## config.mk

```make
export PLATFORM = sky130hd
export DESIGN_NAME = mdio_req_sequencer
export DESIGN_NICKNAME = d
export VERILOG_FILES = /design/src/rtl/mdio_req_sequencer.sv
export SDC_FILE = /design/constraint.sdc
export NUM_CORES = 1
export LEC_CHECK = 0
export ABC_AREA = 1
export CORE_ASPECT_RATIO = 0.6
export CORE_MARGIN = 2
export CORE_UTILIZATION = 50
export DETAILED_ROUTE_END_ITERATION = 8
export GPL_ROUTABILITY_DRIVEN = 0
export PLACE_DENSITY = 0.89
export SLEW_MARGIN = 15
export SYNTH_ARGS = -nofsm -noshare
export SYNTH_HDL_FRONTEND = slang
export SYNTH_SLANG_ARGS = --single-unit
```

## constraint.sdc

```tcl
create_clock -name clk_i -period 2.55 [get_ports clk_i]
set_clock_uncertainty 0.1 [all_clocks]
set_input_delay 0.51 -clock clk_i [delete_from_list [all_inputs] [get_ports clk_i]]
set_output_delay 0.51 -clock clk_i [all_outputs]
set_load 0.005 [all_outputs]
```

## src/rtl/mdio_req_sequencer.sv

```systemverilog
`default_nettype none
// ============================================================================
// Module   : mdio_req_sequencer
// Purpose  : Turns host read/write/RMW/poll requests into MDIO master
//            transactions, with a read-response watchdog.
// Revision : 1.0 - initial release
// ============================================================================
module mdio_req_sequencer #(
    parameter int POLL_MAX   = 255,
    parameter int POLL_GAP   = 1000,
    parameter int RD_TIMEOUT = 65535
) (
    input  logic        clk_i,
    input  logic        rstn_i,
    input  logic        req_valid_i,
    output logic        req_ready_o,
    input  logic [1:0]  req_op_i,
    input  logic        req_clause_i,
    input  logic [25:0] req_addr_i,
    input  logic [15:0] req_data_i,
    input  logic [15:0] req_mask_i,
    output logic        resp_valid_o,
    output logic [15:0] resp_data_o,
    output logic [1:0]  resp_status_o,
    output logic        busy_o,
    output logic        m_clause_sel_o,
    output logic        m_valid_o,
    input  logic        m_ready_i,
    output logic [1:0]  m_cmd_o,
    output logic [25:0] m_addr_o,
    output logic [15:0] m_wdata_o,
    input  logic        m_rdata_vld_i,
    input  logic [15:0] m_rdata_i
);

    typedef enum logic [2:0] {
        S_IDLE     = 3'd0,
        S_RD_ISSUE = 3'd1,
        S_RD_WAIT  = 3'd2,
        S_WR_ISSUE = 3'd3,
        S_WR_WAIT  = 3'd4,
        S_GAP      = 3'd5,
        S_DONE     = 3'd6
    } state_t;

    localparam logic [1:0]  C_OP_WR    = 2'b01;
    localparam logic [1:0]  C_OP_RMW   = 2'b10;
    localparam logic [1:0]  C_OP_POLL  = 2'b11;
    localparam logic [1:0]  C_CMD_WR   = 2'b01;
    localparam logic [1:0]  C_CMD_RD   = 2'b11;
    localparam logic [1:0]  C_ST_OK    = 2'b00;
    localparam logic [1:0]  C_ST_LIMIT = 2'b01;
    localparam logic [1:0]  C_ST_TMO   = 2'b10;
    localparam logic [15:0] C_TMO_LAST = 16'(RD_TIMEOUT - 1);
    localparam logic [15:0] C_GAP_LAST = 16'(POLL_GAP - 1);
    localparam logic [7:0]  C_POLL_MAX = 8'(POLL_MAX);

    state_t      r_state;
    logic [1:0]  r_op;
    logic [15:0] r_data;
    logic [15:0] r_mask;
    logic [15:0] r_cnt;
    logic [7:0]  r_attempts;
    logic        r_seen_low;

    logic        w_accept;
    logic [15:0] w_merge;
    logic        w_match;

    assign w_accept = req_valid_i && req_ready_o;
    assign w_merge  = (m_rdata_i & ~r_mask) | (r_data & r_mask);
    assign w_match  = ((m_rdata_i ^ r_data) & r_mask) == 16'd0;

    always_ff @(posedge clk_i) begin
        if (!rstn_i) begin
            r_state        <= S_IDLE;
            r_op           <= 2'b00;
            r_data         <= 16'd0;
            r_mask         <= 16'd0;
            r_cnt          <= 16'd0;
            r_attempts     <= 8'd0;
            r_seen_low     <= 1'b0;
            req_ready_o    <= 1'b0;
            resp_valid_o   <= 1'b0;
            resp_data_o    <= 16'd0;
            resp_status_o  <= C_ST_OK;
            busy_o         <= 1'b0;
            m_valid_o      <= 1'b0;
            m_cmd_o        <= C_CMD_RD;
            m_addr_o       <= 26'd0;
            m_wdata_o      <= 16'd0;
            m_clause_sel_o <= 1'b0;
        end else begin
            resp_valid_o <= 1'b0;
            case (r_state)
                S_IDLE: begin
                    req_ready_o <= 1'b1;
                    if (w_accept) begin
                        req_ready_o    <= 1'b0;
                        busy_o         <= 1'b1;
                        r_op           <= req_op_i;
                        r_data         <= req_data_i;
                        r_mask         <= req_mask_i;
                        r_attempts     <= 8'd0;
                        m_addr_o       <= req_addr_i;
                        m_clause_sel_o <= req_clause_i;
                        m_valid_o      <= 1'b1;
                        if (req_op_i == C_OP_WR) begin
                            r_state   <= S_WR_ISSUE;
                            m_cmd_o   <= C_CMD_WR;
                            m_wdata_o <= req_data_i;
                        end else begin
                            r_state <= S_RD_ISSUE;
                            m_cmd_o <= C_CMD_RD;
                        end
                    end
                end
                S_RD_ISSUE: begin
                    if (m_valid_o && m_ready_i) begin
                        m_valid_o  <= 1'b0;
                        r_cnt      <= 16'd0;
                        r_attempts <= r_attempts + 8'd1;
                        r_state    <= S_RD_WAIT;
                    end
                end
                S_RD_WAIT: begin
                    // A strobe on the timeout cycle is still taken as valid data.
                    if (m_rdata_vld_i) begin
                        r_cnt <= 16'd0;
                        if (r_op == C_OP_RMW) begin
                            m_wdata_o <= w_merge;
                            m_cmd_o   <= C_CMD_WR;
                            m_valid_o <= 1'b1;
                            r_state   <= S_WR_ISSUE;
                        end else if (r_op == C_OP_POLL && !w_match && r_attempts != C_POLL_MAX) begin
                            r_state <= S_GAP;
                        end else begin
                            resp_valid_o  <= 1'b1;
                            resp_data_o   <= m_rdata_i;
                            resp_status_o <= (r_op == C_OP_POLL && !w_match) ? C_ST_LIMIT : C_ST_OK;
                            r_state       <= S_DONE;
                        end
                    end else if (r_cnt == C_TMO_LAST) begin
                        resp_valid_o  <= 1'b1;
                        resp_data_o   <= 16'd0;
                        resp_status_o <= C_ST_TMO;
                        r_state       <= S_DONE;
                    end else begin
                        r_cnt <= r_cnt + 16'd1;
                    end
                end
                S_WR_ISSUE: begin
                    if (m_valid_o && m_ready_i) begin
                        m_valid_o  <= 1'b0;
                        r_seen_low <= 1'b0;
                        r_state    <= S_WR_WAIT;
                    end
                end
                S_WR_WAIT: begin
                    // The master drops ready while the frame is on the wire.
                    if (!m_ready_i) begin
                        r_seen_low <= 1'b1;
                    end else if (r_seen_low) begin
                        resp_valid_o  <= 1'b1;
                        resp_data_o   <= m_wdata_o;
                        resp_status_o <= C_ST_OK;
                        r_state       <= S_DONE;
                    end
                end
                S_GAP: begin
                    if (r_cnt == C_GAP_LAST) begin
                        m_valid_o <= 1'b1;
                        m_cmd_o   <= C_CMD_RD;
                        r_state   <= S_RD_ISSUE;
                    end else begin
                        r_cnt <= r_cnt + 16'd1;
                    end
                end
                S_DONE: begin
                    busy_o      <= 1'b0;
                    req_ready_o <= 1'b1;
                    r_state     <= S_IDLE;
                end
                default: begin
                    r_state <= S_IDLE;
                end
            endcase
        end
    end

endmodule
`default_nettype wire

```

== Yosys cells after proc, flatten, opt, wreduce, memory -nomap -nowiden ==
Index checks and enable logic that the tools add are counted.

* Bits in registers: 129
* Output and inout bits: 67
* Word-level logic and storage cells: 143

* Add/sub/neg operators: 2
* Equality and inequality tests: 28
* Multiplexer cells: 64
* Bitwise gates (word level): 6
* Reduce and logical (&&, ||, !) cells: 26

{| class="wikitable"
|+ Operator list
! cell !! number
|-
| $mux 16 || 14
|-
| $pmux 16 s2 || 2
|-
| $and 16x16->16 || 3
|-
| $pmux 16 s3 || 1
|-
| $mux 3 || 9
|-
| $mux 2 || 13
|-
| $ne 2x2->1 const B || 11
|-
| $pmux 3 s6 || 1
|-
| $add 16x1->16 const B || 1
|-
| $eq 16x10->1 const B || 1
|-
| $eq 16x16->1 const B || 1
|-
| $logic_not 16->1 || 1
|-
| $mux 8 || 2
|-
| $not 16->16 || 1
|-
| $or 16x16->16 || 1
|-
| $pmux 8 s2 || 1
|-
| $xor 16x16->16 || 1
|-
| $mux 1 || 14
|-
| $ne 3x3->1 const B || 4
|-
| $reduce_and 6->1 || 2
|-
| $reduce_and 5->1 || 2
|-
| $reduce_bool 2->1 || 5
|-
| $eq 3x3->1 const B || 3
|-
| $add 8x1->8 const B || 1
|-
| other kinds (20) || 31
|}

== Logic depth before layout (Yosys ltp) ==
Gate-level depths: netlist of run 1.

* Depth after elaboration: 10
* Depth in mapped cells: 14
* Mapped depth without buffers: 14

== Worst setup path after synthesis of run 1 ==
Ideal clock, no wire load.

* Path kind: reg-to-reg
* From: register r_cnt[0]
* To: register resp_status_o[1]
* Data arrival time: 1,601 ps
* Setup slack: 731 ps
* Stages on the path, launching flop included: 13
* Buffers on the path: 1
* Clock period less this slack: 1,819 ps
* Cell sequence: dfxtp_1 -> inv_1 -> ha_1 -> nand2_1 -> inv_1 -> nand4_1 -> nor2_4 -> inv_2 -> a21oi_4 -> nand2_4 -> buf_2 -> a22oi_1 -> nor2_1

* Word-level cells in the longest chain between the ends: 3

{| class="wikitable"
|+ RTL lines
! element !! RTL line !! RTL
|-
| start: declaration || 62 || <nowiki>logic [15:0] r_cnt;</nowiki>
|-
| start signal: assignment || 149 || <nowiki>r_cnt <= r_cnt + 16'd1;</nowiki>
|-
| start signal: assignment || 176 || <nowiki>r_cnt <= r_cnt + 16'd1;</nowiki>
|-
| $eq 16x16->1 || 143 || <nowiki>end else if (r_cnt == C_TMO_LAST) begin</nowiki>
|-
| $ne 3x3->1 (no source line) || -- ||
|-
| $reduce_and 6->1 (no source line) || -- ||
|-
| end signal: assignment || 140 || <nowiki>resp_status_o <= (r_op == C_OP_POLL && !w_match) ? C_ST_LIMIT : C_ST_OK;</nowiki>
|-
| end: declaration || 24 || <nowiki>output logic [1:0] resp_status_o,</nowiki>
|}

Every way passes these cells.
A chain may end at the register's enable or synchronous reset.

== Worst setup path in the final report of run 1 ==
* From: register r_state[0]
* To: register r_cnt[3]

* Word-level cells in the longest chain between the ends: 3
* Elaborated cells on any way between the ends: 9
* Those cells by class: eq/ne: 6; mux: 1; reduce/logical: 2

{| class="wikitable"
|+ RTL lines
! element !! RTL line !! RTL
|-
| start: declaration || 58 || <nowiki>state_t r_state;</nowiki>
|-
| start signal: assignment || 76 || <nowiki>r_state <= S_IDLE;</nowiki>
|-
| start signal: assignment || 109 || <nowiki>r_state <= S_WR_ISSUE;</nowiki>
|-
| start signal: assignment || 113 || <nowiki>r_state <= S_RD_ISSUE;</nowiki>
|-
| $eq 3x2->1 (tied with other cells) || 95 || <nowiki>case (r_state)</nowiki>
|-
| $ne 3x3->1 (no source line) (tied with other cells) || -- ||
|-
| $reduce_and 4->1 (no source line) || -- ||
|}

Several ways; a longest one is shown, not always the timed one.

==> qor.yml, run 1 <==
clocking:
  cts_tree: "yes"
  clkLatencyLatePin_ns: 0.41
  cts_root_buf: "clkbuf_16"
  clk_pin_slew_ns: 0.06
  cts_resized: 0
  cts_htree_levels: 4
  cts-buffers-inserted: 17
  clockBufferDepth: 2
  clock_sinks: 128
critical_path:
  r2r_start: "r_state[0]"
  reg2reg_depth: 13
  r2r_slack_ns: 0.27
  worst_setup_path_end_kind: "flop"
  timing.rr.end: "r_cnt[3]"
  required_ns: 2.80
  worstSetupStartpointType: "flop"
  critPathMaxFanout: 28
  cp_cell_sequence: "inv_2, nand2_4, nor2_4, inv_4, nor2_1, inv_1, nand2_1, inv_1, nand3_1, nand2_1, inv_1, nand2_1, nor2_1"
  critical-path-max-stage-delay_ns: 0.33
  cpMaxStageDelayCell: "dfxtp_1"
  cp-startpoint: "r_state[0]"
  crit_arrival_ns: 2.53
  crit_type: "flop to flop"
flow_run:
  cap_violations: 0
yosys:
  ys_seq_area_frac: 0.402
  synth_area_leaders: "dfxtp_1 (40%), nand2_1 (11%), a21oi_1 (8.9%), o21ai_0 (8.4%), inv_1 (7.7%)"
  syn_nets: 1021
  syn_inst: 936
  ys_async_sr_fraction: 0
  syn_area_mm2: 0.00638
  synth-edff-count: 0
  yosys.area.top_type: "dfxtp_1"
  ys_types: 40
  ys_ff_latch: 128
  synth_most_common_cell: "nand2_1"
  yosysWarnings: 0
  ys.flop_type: "dfxtp_1"
  synth.avg_cell_area_um2: 6.81
  yosys.area.top_type_share: 0.402
  synth_common_cells: "nand2_1 (184), inv_1 (130), dfxtp_1 (128), a21oi_1 (114), o21ai_0 (107)"
finish:
  drive_gt1_frac: 0.102
  syn2layout_area_growth_pct: 36.7
  fin_nets: 1170
  antenna_cells: 0
timing:
  setup_tns_ns: 0
  max_freq_ghz: 0.438
  finalSetupViolations: 0
  period_share: 0.895
  hold_viol: 0
  worst_pin_slew_ns: 0.704
  hold_slack_ns: 0.340
  drv_slew: 0
  maxSlewHeadroom: 0.530
  period_minus_slack_ns: 2.28
  rsz0062_at_grt: "no"
grt:
  grt_pass1_wl_mm: 30.6
  overflow: 0
  track_usage: 0.283
  grt_pass1_vias: 6167
  antenna_found_initial: 1
  grt_max_degree: 46
floorplan:
  ios: 149
  die_w_um: 150
  start_util: 0.520
  die_area_mm2: 0.0137
  die_h_um: 91.5
  core_mm2: 0.0123
  placementRows: 31
power_and_ir_drop:
  power_uw: 8310
  ir_worst_vdd_v: 0.000504
  leakagePower_uw: 0.00331
  pwr_density_cell_mw_per_mm2: 954
status:
  status: "complete, no violations"
routing:
  vias: 6844
  drt-initial-drc-count: 794
  routedWlPerCell_um: 15.3
  ant_nets: 0
  firstDrtPassIters: 5
  routed_wl_mm: 19.3
  drc: 0
  viasPerCell: 5.42
min_path:
  hold_class: "flop to flop"
  hold_depth: 2
  worstHoldStart: "m_addr_o[1]"
  holdPathEnd: "m_addr_o[1]"
placement:
  port_buffers: 147
  dp_hpwl_mm: 13.5
## cells by family (layout without fill, tap and decap cells)
family | count (synthesis) | count (layout) | share of synthesized area
xor+xnor | 5 | 5 | 0.00687
buf+inv | 184 | 344 | 0.118
flops | 128 | 128 | 0.402
compound gates | 262 | 262 | 0.222
other cells | 1 | 1 | 0.000588
fa+ha+maj | 3 | 3 | 0.00589
simple gates | 353 | 354 | 0.245
## area by class of cell
class | instances | area (um^2)
repair buffers | 172 | 1700
fillers | 964 | 3540
inverters | 141 | 532
flip-flops and latches | 128 | 2560
multi-input cells | 625 | 3080
well taps | 165 | 206
clock buffers | 21 | 470
clock inverters | 10 | 159
## power by group
group	internal (uW)	total, uW	switching, uW
logic	1250	2900	1650
registers	2460	2810	354
clock network	1710	2600	898
## layout by cell type (no fill, tap or decap), types with 2 or more instances in the layout
cell,n
clkbuf_16,17
nor3_2,3
a21oi_1,114
nor2_1,71
xor2_1,5
buf_12,4
inv_2,8
clkdlybuf4s50_1,146
nor2_2,6
nand3_2,2
nand4_1,6
o21ai_0,107
ha_1,3
inv_1,130
o21ai_1,5
a211oi_1,4
nand3_1,45
clkinv_1,2
clkinvlp_4,2
a21oi_2,10
o22ai_1,16
buf_4,21
nor2_4,3
nor3_1,13
nand2_1,184
clkinv_2,3
nand2_4,2
dfxtp_1,128
a21oi_4,2
nand2_2,13
bufinv_16,4
clkbuf_8,3
## how the worst max path moves through the flow
stage                                  end  cells after the start
after global placement            r_cnt[6]                     13
after detailed placement          r_cnt[6]                     13
final                             r_cnt[3]                     13
after global routing              r_cnt[2]                     13
after CTS                         r_cnt[3]                     13
after floorplan           resp_status_o[1]                     12
## metrics by stage
stage | cells | util | setup WS, ns | area, um^2
finish | 1262 | 0.711 | 0.267 | 8720
CTS | 1259 | 0.709 | 0.155 | 8690
detailed placement | 1227 | 0.658 | 0.0406 | 8060
floorplan | 936 | - | 0.731 | 6380
global placement | 1227 | 0.658 | 0.127 | 8060
global route | 1262 | 0.711 | 0.139 | 8720
## metal layers
| layer | global-route usage | share of wire | vias to the layer above |
|---|---|---|---|
| met5 | 0 | 0 | - |
| li1 | - | - | 3330 |
| met4 | 0.0888 | 0.016 | 0 |
| met2 | 0.421 | 0.43 | 368 |
| met1 | 0.389 | 0.44 | 3102 |
| met3 | 0.0910 | 0.12 | 44 |
## critical path, delay by kind of cell, from the launching register on
kind	cells	cell delay, ns
buffers and inverters	5	0.69
DFF	1	0.33
and+or+nand+nor	8	1.08
## repair_timing
action	CTS	global route
hold buffers	0	0
cloned	1	0
setup buffers	0	3
setup endpoints to repair	1	4
pin swaps	1	1
## flip-flops by register name, summed over array words and instances (netlist names), 3 cells and up
| register | flops |
|---|---|
| r_data | 16 |
| r_attempts | 8 |
| r_cnt | 16 |
| r_state | 3 |
| r_mask | 16 |
| m_wdata_o | 16 |
| resp_data_o | 16 |
| m_addr_o | 26 |
(Power assumes the default switching activity.)
==> run 2, diff against run 1 <==
- CORE_UTILIZATION: 50 -> 39
- PLACE_DENSITY: 0.89 -> 0.74
==> run 2 against run 1 <==
Effect of this change:
- clock power down 5%
- cell area about the same
- flip-flop and latch count unchanged
- clock-buffer cell count down 3
- hold slack better by 0.0028 ns
- maximum frequency up 1.9%
- global-route usage down 6.1 points
- power down 2.5%
- sequential power about the same
- core utilization down 17 points
==> qor.yml, run 2 (synthesis results as in run 1) <==
status:
  status: "complete, no violations"
routing:
  viasPerCell: 5.00  # -7.8%
  ant_nets: 0  # unchanged
  routedWlPerCell_um: 14.6  # -4.5%
  drc: 0  # unchanged
  vias: 6532  # -4.6%
  firstDrtPassIters: 5  # unchanged
  routed_wl_mm: 19.1  # -1.1%
  drt-initial-drc-count: 541  # -32%
clocking:
  cts_resized: 0  # unchanged
  clk_pin_slew_ns: 0.06  # about the same
  cts_setup_buffers: 0  # unchanged
  clock_sinks: 128  # unchanged
  postCtsHoldBufs: 0  # unchanged
  cts_htree_levels: 4  # unchanged
  clkLatencyLatePin_ns: 0.42  # about the same
  cts-buffers-inserted: 17  # unchanged
  cts_tree: "yes"
  clockBufferDepth: 2  # unchanged
  cts_root_buf: "clkbuf_16"
power_and_ir_drop:
  leakagePower_uw: 0.00328  # -0.75%
  ir_worst_vdd_v: 0.000624  # +24%
  pwr_density_cell_mw_per_mm2: 929  # -2.6%
timing:
  hold_slack_ns: 0.343  # +0.00279 ns
  finalSetupViolations: 0  # unchanged
  max_freq_ghz: 0.446  # +1.9%
  worst_pin_slew_ns: 0.692  # -0.0120 ns
  rsz0062_at_grt: "no"
  hold_viol: 0  # unchanged
  fin_ws_ns: 0.308  # +0.0416 ns
  period_minus_slack_ns: 2.24  # -0.0416 ns
  maxSlewHeadroom: 0.538  # +0.00803
  setup_tns_ns: 0  # unchanged
  period_share: 0.879  # -0.0163
  drv_slew: 0  # unchanged
critical_path:
  r2r_start: "r_cnt[0]"
  crit_type: "flop to flop"
  cpMaxStageDelayCell: "dfxtp_1"
  required_ns: 2.76  # -0.04 ns
  crit_family: "simple AND/OR/NAND/NOR gates"
  cpMostUsedCell: "nand2_1"
  cp_cell_sequence: "ha_1, nand3_1, or2_2, nor3_2, nand2_1, nand2_2, a21oi_4, buf_4, nand2_1, nand2_1, nand2_1, nor2_1"
  critPathMaxFanout: 12  # -57%
  crit_arrival_ns: 2.45  # -0.08 ns
  cp_num_buf_inv: 1  # -4
  cp-startpoint: "r_cnt[0]"
  worst_setup_path_end_kind: "flop"
  worstSetupStartpointType: "flop"
  critical-path-max-stage-delay_ns: 0.46  # +0.13 ns
floorplan:
  ios: 149  # unchanged
  die_area_mm2: 0.0174  # +27%
  die_h_um: 103  # +13%
  die_w_um: 169  # +13%
  placementRows: 36  # +16%
  start_util: 0.395  # -0.125
  core_mm2: 0.0161  # +32%
finish:
  multi_input_area_mm2: 0.00308  # unchanged
  final_cell_mix: "nand2_1 (184), clkdlybuf4s50_1 (146), inv_1 (130), dfxtp_1 (128), a21oi_1 (114)"
  fillCellCount: 1512  # +57%
  top_register: "m_addr_o"
  seq_area_mm2: 0.00256  # unchanged
  fin_nets: 1170  # unchanged
  fin_cells: 1307  # +3.6%
  syn2layout_area_growth_pct: 36.8  # about the same
  final_common_cell: "nand2_1"
  largest_register_ffs: 26  # unchanged
  drive_gt1_frac: 0.103  # +0.000912
grt:
  grt_max_degree: 83  # +80%
  antenna_found_initial: 1  # unchanged
  overflow: 0  # unchanged
  track_usage: 0.222  # -0.0610
  grt_pass1_wl_mm: 30.2  # -1.4%
  grt_pass1_vias: 5813  # -5.7%
placement:
  port_buffers: 147  # unchanged
  dp_slack_ns: 0.0718  # +0.0312 ns
  dp_hpwl_mm: 14.1  # +4.6%
  placed_cells: 1274  # +3.8%
flow_run:
  cap_violations: 0  # unchanged
min_path:
  worstHoldStart: "m_addr_o[4]"
  hold_class: "flop to flop"
## run 2: cell count changes in the layout (fill, tap and decap cells not counted), moves of 2 or more
cell / previous run / this run
inv_6: 0 / 4
bufinv_16: 4 / 2
clkbuf_8: 3 / 1
clkinv_2: 3 / 1
clkinv_4: 1 / 3
## run 2: worst register-to-register path, cell delays in order, from the launching register on
cell     delay [ns]
dfxtp_1        0.46
ha_1           0.29
nand3_1        0.09
or2_2          0.30
nor3_2         0.20
nand2_1        0.13
nand2_2        0.10
a21oi_4        0.05
buf_4          0.20
nand2_1        0.08
nand2_1        0.05
nand2_1        0.05
nor2_1         0.04
## run 2: area by class of cell
class / count / share of cell area
well taps: 209 / 0.0300
multi-input cells: 625 / 0.353
inverters: 141 / 0.0609
flip-flops and latches: 128 / 0.294
repair buffers: 172 / 0.194
clock buffers: 18 / 0.0503
clock inverters: 13 / 0.0175
diodes: 1 / 0.000287
## run 2: through the flow
step / cell area (um^2) / utilization / total power, uW
floorplan: 6380 / - / 4410
global placement: 8120 / 0.504 / 5560
detailed placement: 8120 / 0.504 / 5600
CTS: 8720 / 0.541 / 8090
global route: 8720 / 0.541 / 8590
finish: 8720 / 0.541 / 8100
## run 2: path summary, 6_finish.rpt
| check | endpoint | slack [ns] | depth (start not counted) |
|---|---|---|---|
| setup / recovery | r_cnt[12] | 0.31 | 12 |
| hold reg to reg | m_addr_o[4] | 0.34 | 2 |
| setup reg to reg | r_cnt[12] | 0.31 | 12 |
| hold / removal | m_addr_o[4] | 0.34 | 2 |
## run 2: metal layers
layer | vias up | global-route usage | wire [um]
li1 | 3327 | - | -
met1 | 2893 | 0.321 | 9340
met2 | 290 | 0.306 | 7360
met3 | 22 | 0.0825 | 2180
met4 | 0 | 0.0651 | 204
met5 | - | 0 | 0
## run 2: report_power, final
group          leakage, uW  internal (uW)  switching, uW
Sequential         0.00104           2460            347
Clock             0.000286           1480           1000
Combinational      0.00195           1230           1590
==> run 3, diff against run 2 <==
--- a/config.mk
+++ b/config.mk
@@ -6,5 +6,4 @@
 export NUM_CORES = 1
 export LEC_CHECK = 0
-export ABC_AREA = 1
 export CORE_ASPECT_RATIO = 0.6
 export CORE_MARGIN = 2
@@ -12,5 +11,5 @@
 export DETAILED_ROUTE_END_ITERATION = 8
 export GPL_ROUTABILITY_DRIVEN = 0
-export PLACE_DENSITY = 0.74
+export PLACE_DENSITY = 0.66
 export SLEW_MARGIN = 15
 export SYNTH_ARGS = -nofsm -noshare
--- a/constraint.sdc
+++ b/constraint.sdc
@@ -3,3 +3,3 @@
 set_input_delay 0.51 -clock clk_i [delete_from_list [all_inputs] [get_ports clk_i]]
 set_output_delay 0.51 -clock clk_i [all_outputs]
-set_load 0.005 [all_outputs]
+set_load 0.05 [all_outputs]
==> run 3 against run 2 <==
Effect of this change:
- global-route usage up 0.73 points
- core utilization rose by 3.7 points
- combinational power shrank 19%
- routed wire length shrank 4.3%
- synthesized cell count decreased by 19%
- flip-flop and latch count did not move
- worst setup slack got worse by 0.13 ns
- clock-buffer cell count unchanged
- area after synthesis decreased by 7.6%
- final cell count decreased by 13%
- sequential power shrank 11%
- via count is 11% lower
- highest routed layer unchanged
==> qor.yml, run 3 <==
grt:
  grt_max_degree: 88  # +6.0%
  grt_pass1_wl_mm: 28.9  # -4.3%
  met1_usage: 0.375  # +0.0538
  grt_pass1_vias: 5194  # -11%
  track_usage: 0.230  # +0.00727
  grt-busiest-layer: "met1"
  overflow: 0  # unchanged
  antenna_found_initial: 0  # -1
  use_met2: 0.293  # -0.0131
  grtUsageMet3: 0.0538  # -0.0287
timing:
  period_share: 0.929  # +0.0504
  period_minus_slack_ns: 2.37  # +0.129 ns
  worst_pin_slew_ns: 0.556  # -0.136 ns
  maxSlewHeadroom: 0.628  # +0.0899
  hold_viol: 0  # unchanged
  rsz0062_at_grt: "no"
  max_freq_ghz: 0.422  # -5.4%
  hold_slack_ns: 0.351  # +0.00831 ns
  setup_tns_ns: 0  # unchanged
  finalSetupViolations: 0  # unchanged
  drv_slew: 0  # unchanged
yosys:
  syn_area_mm2: 0.00590  # -7.6%
  synth-edff-count: 0  # unchanged
  yosysWarnings: 0  # unchanged
  synth_common_cells: "nand2_1 (239), dfxtp_1 (128), a21oi_1 (91), clkbuf_1 (39), nor2_1 (34)"
  ys.flop_type: "dfxtp_1"
  syn_inst: 759  # -19%
  ys_types: 54  # +35%
  ys_async_sr_fraction: 0  # unchanged
  ys_seq_area_frac: 0.435  # +0.0328
  syn_nets: 844  # -17%
  ys_ff_latch: 128  # unchanged
  yosys.area.top_type: "dfxtp_1"
  synth.avg_cell_area_um2: 7.77  # +14%
  synth_most_common_cell: "nand2_1"
  yosys.area.top_type_share: 0.435  # +0.0328
  synth_area_leaders: "dfxtp_1 (43%), nand2_1 (15%), a21oi_1 (7.7%), mux2i_1 (5.6%), xor2_1 (3.1%)"
critical_path:
  required_ns: 1.94  # -0.82 ns
  cp_num_buf_inv: 1  # unchanged
  worstSetupStartpointType: "flop"
  critical-path-max-stage-delay_ns: 0.86  # +0.40 ns
  crit_arrival_ns: 1.76  # -0.69 ns
  cpMaxStageDelayCell: "clkdlybuf4s50_1"
  cp_cell_sequence: "clkdlybuf4s50_1"
  crit_type: "flop to primary output"
  critPathMaxFanout: 5  # -7
  worst_setup_path_end_kind: "primary output"
  crit_family: "buffers and inverters"
clocking:
  cts-buffers-inserted: 17  # unchanged
  postCtsHoldBufs: 0  # unchanged
  clk_pin_slew_ns: 0.06  # about the same
  cts_resized: 0  # unchanged
  cts_setup_buffers: 0  # unchanged
  cts_root_buf: "clkbuf_16"
  cts_tree: "yes"
  cts_htree_levels: 4  # unchanged
  clkLatencyLatePin_ns: 0.41  # about the same
  clock_sinks: 128  # unchanged
  clockBufferDepth: 2  # unchanged
floorplan:
  die_h_um: 99.2  # -3.7%
  die_w_um: 163  # -3.8%
  ios: 149  # unchanged
  core_mm2: 0.0146  # -9.2%
  die_area_mm2: 0.0161  # -7.3%
  placementRows: 34  # -5.6%
  start_util: 0.403  # +0.00739
finish:
  final_cell_mix: "nand2_1 (239), clkdlybuf4s50_1 (147), dfxtp_1 (128), a21oi_1 (91), buf_4 (40)"
  final_core_util: 0.578  # +0.0366
  largest_register_ffs: 26  # unchanged
  top_register: "m_addr_o"
  fin_cells: 1131  # -13%
  drive_gt1_frac: 0.0965  # -0.00655
  fin_nets: 1005  # -14%
  final_common_cell: "nand2_1"
  syn2layout_area_growth_pct: 43.4
  antenna_cells: 0  # -1
power_and_ir_drop:
  power_uw: 7390  # -8.8%
  pwr_density_cell_mw_per_mm2: 874  # -5.9%
  ir_worst_vdd_v: 0.000535  # -14%
  pwr-share-clk: 0.355  # +0.049
  leakagePower_uw: 0.00316  # -3.5%
  p_sw_uw: 2620  # -11%
  seqPwrFrac: 0.337  # -0.009
  intPower_uw: 4770  # -7.6%
  power_frac_comb: 0.308  # -0.040
  sw_frac_of_total: 0.354  # -0.00828
status:
  status: "complete, no violations"
routing:
  drc: 0  # unchanged
  routedWlPerCell_um: 16.1  # +11%
  drt-initial-drc-count: 600  # +11%
  firstDrtPassIters: 5  # unchanged
  ant_nets: 0  # unchanged
  routed_wl_mm: 18.3  # -4.3%
  viasPerCell: 5.12  # +2.4%
  vias: 5786  # -11%
placement:
  port_buffers: 147  # unchanged
  dp_hpwl_mm: 13.2  # -6.8%
  placed_cells: 1099  # -14%
flow_run:
  cap_violations: 0  # unchanged
min_path:
  hold_class: "flop to flop"
## run 3: cell count changes after synthesis, sizes merged, moves of 16 or more
cell / delta
a21oi: -35
clkbuf: +16
inv: -136
mux2i: +33
nand2: +39
nand3: -23
nor2: -44
o211ai: +16
o21ai: -103
o22ai: -16
xor2: +16
## run 3: final timing paths
path / to / startpoint / depth (start not counted) / slack (ns)
setup / recovery: m_valid_o / m_valid_o / 1 / 0.18
hold / removal: m_addr_o[19] / m_addr_o[19] / 2 / 0.35
setup reg to reg: r_state[2] / r_cnt[0] / 7 / 0.32
hold reg to reg: m_addr_o[19] / m_addr_o[19] / 2 / 0.35
## run 3: metal layers
metal	share of wire	wire length, um
met5	0	0
met4	0.0062	114
met3	0.088	1600
met1	0.53	9650
met2	0.38	6890
## run 3: stage by stage
stage	area, um^2	worst slack (ns)
floorplan	5900	0.352
global placement	7820	0.0222
detailed placement	7820	-0.00840
CTS	8450	0.174
global route	8450	0.0959
finish	8450	0.180
## run 3: layout make-up
class,count,area (um^2)
clock buffer,18,429
timing repair buffer,192,1870
fill,1359,6180
inverter,4,15.0
multi-input combinational,577,3120
clock inverter,14,206
tap,198,248
sequential,128,2560
## run 3: power groups by stage
| stage | Sequential (uW) | Clock (uW) | Combinational [uW] |
|---|---|---|---|
| after global routing | 2520 | 2760 | 2450 |
| after detailed placement | 2530 | 0 | 2270 |
| after global placement | 2520 | 0 | 2260 |
| after floorplan | 2920 | 0 | 1020 |
| after CTS | 2480 | 2670 | 2280 |
| final | 2490 | 2620 | 2280 |
## run 3: kinds of logic after synthesis
logic type	share of synthesized area
AOI/OAI and AO/OA	0.137
and+or+nand+nor	0.276
muxes	0.0579
xor gates and xnor gates	0.0490
adders and majority gates	0.00637
DFF	0.435
buffers and inverters	0.0388
other	0.000636
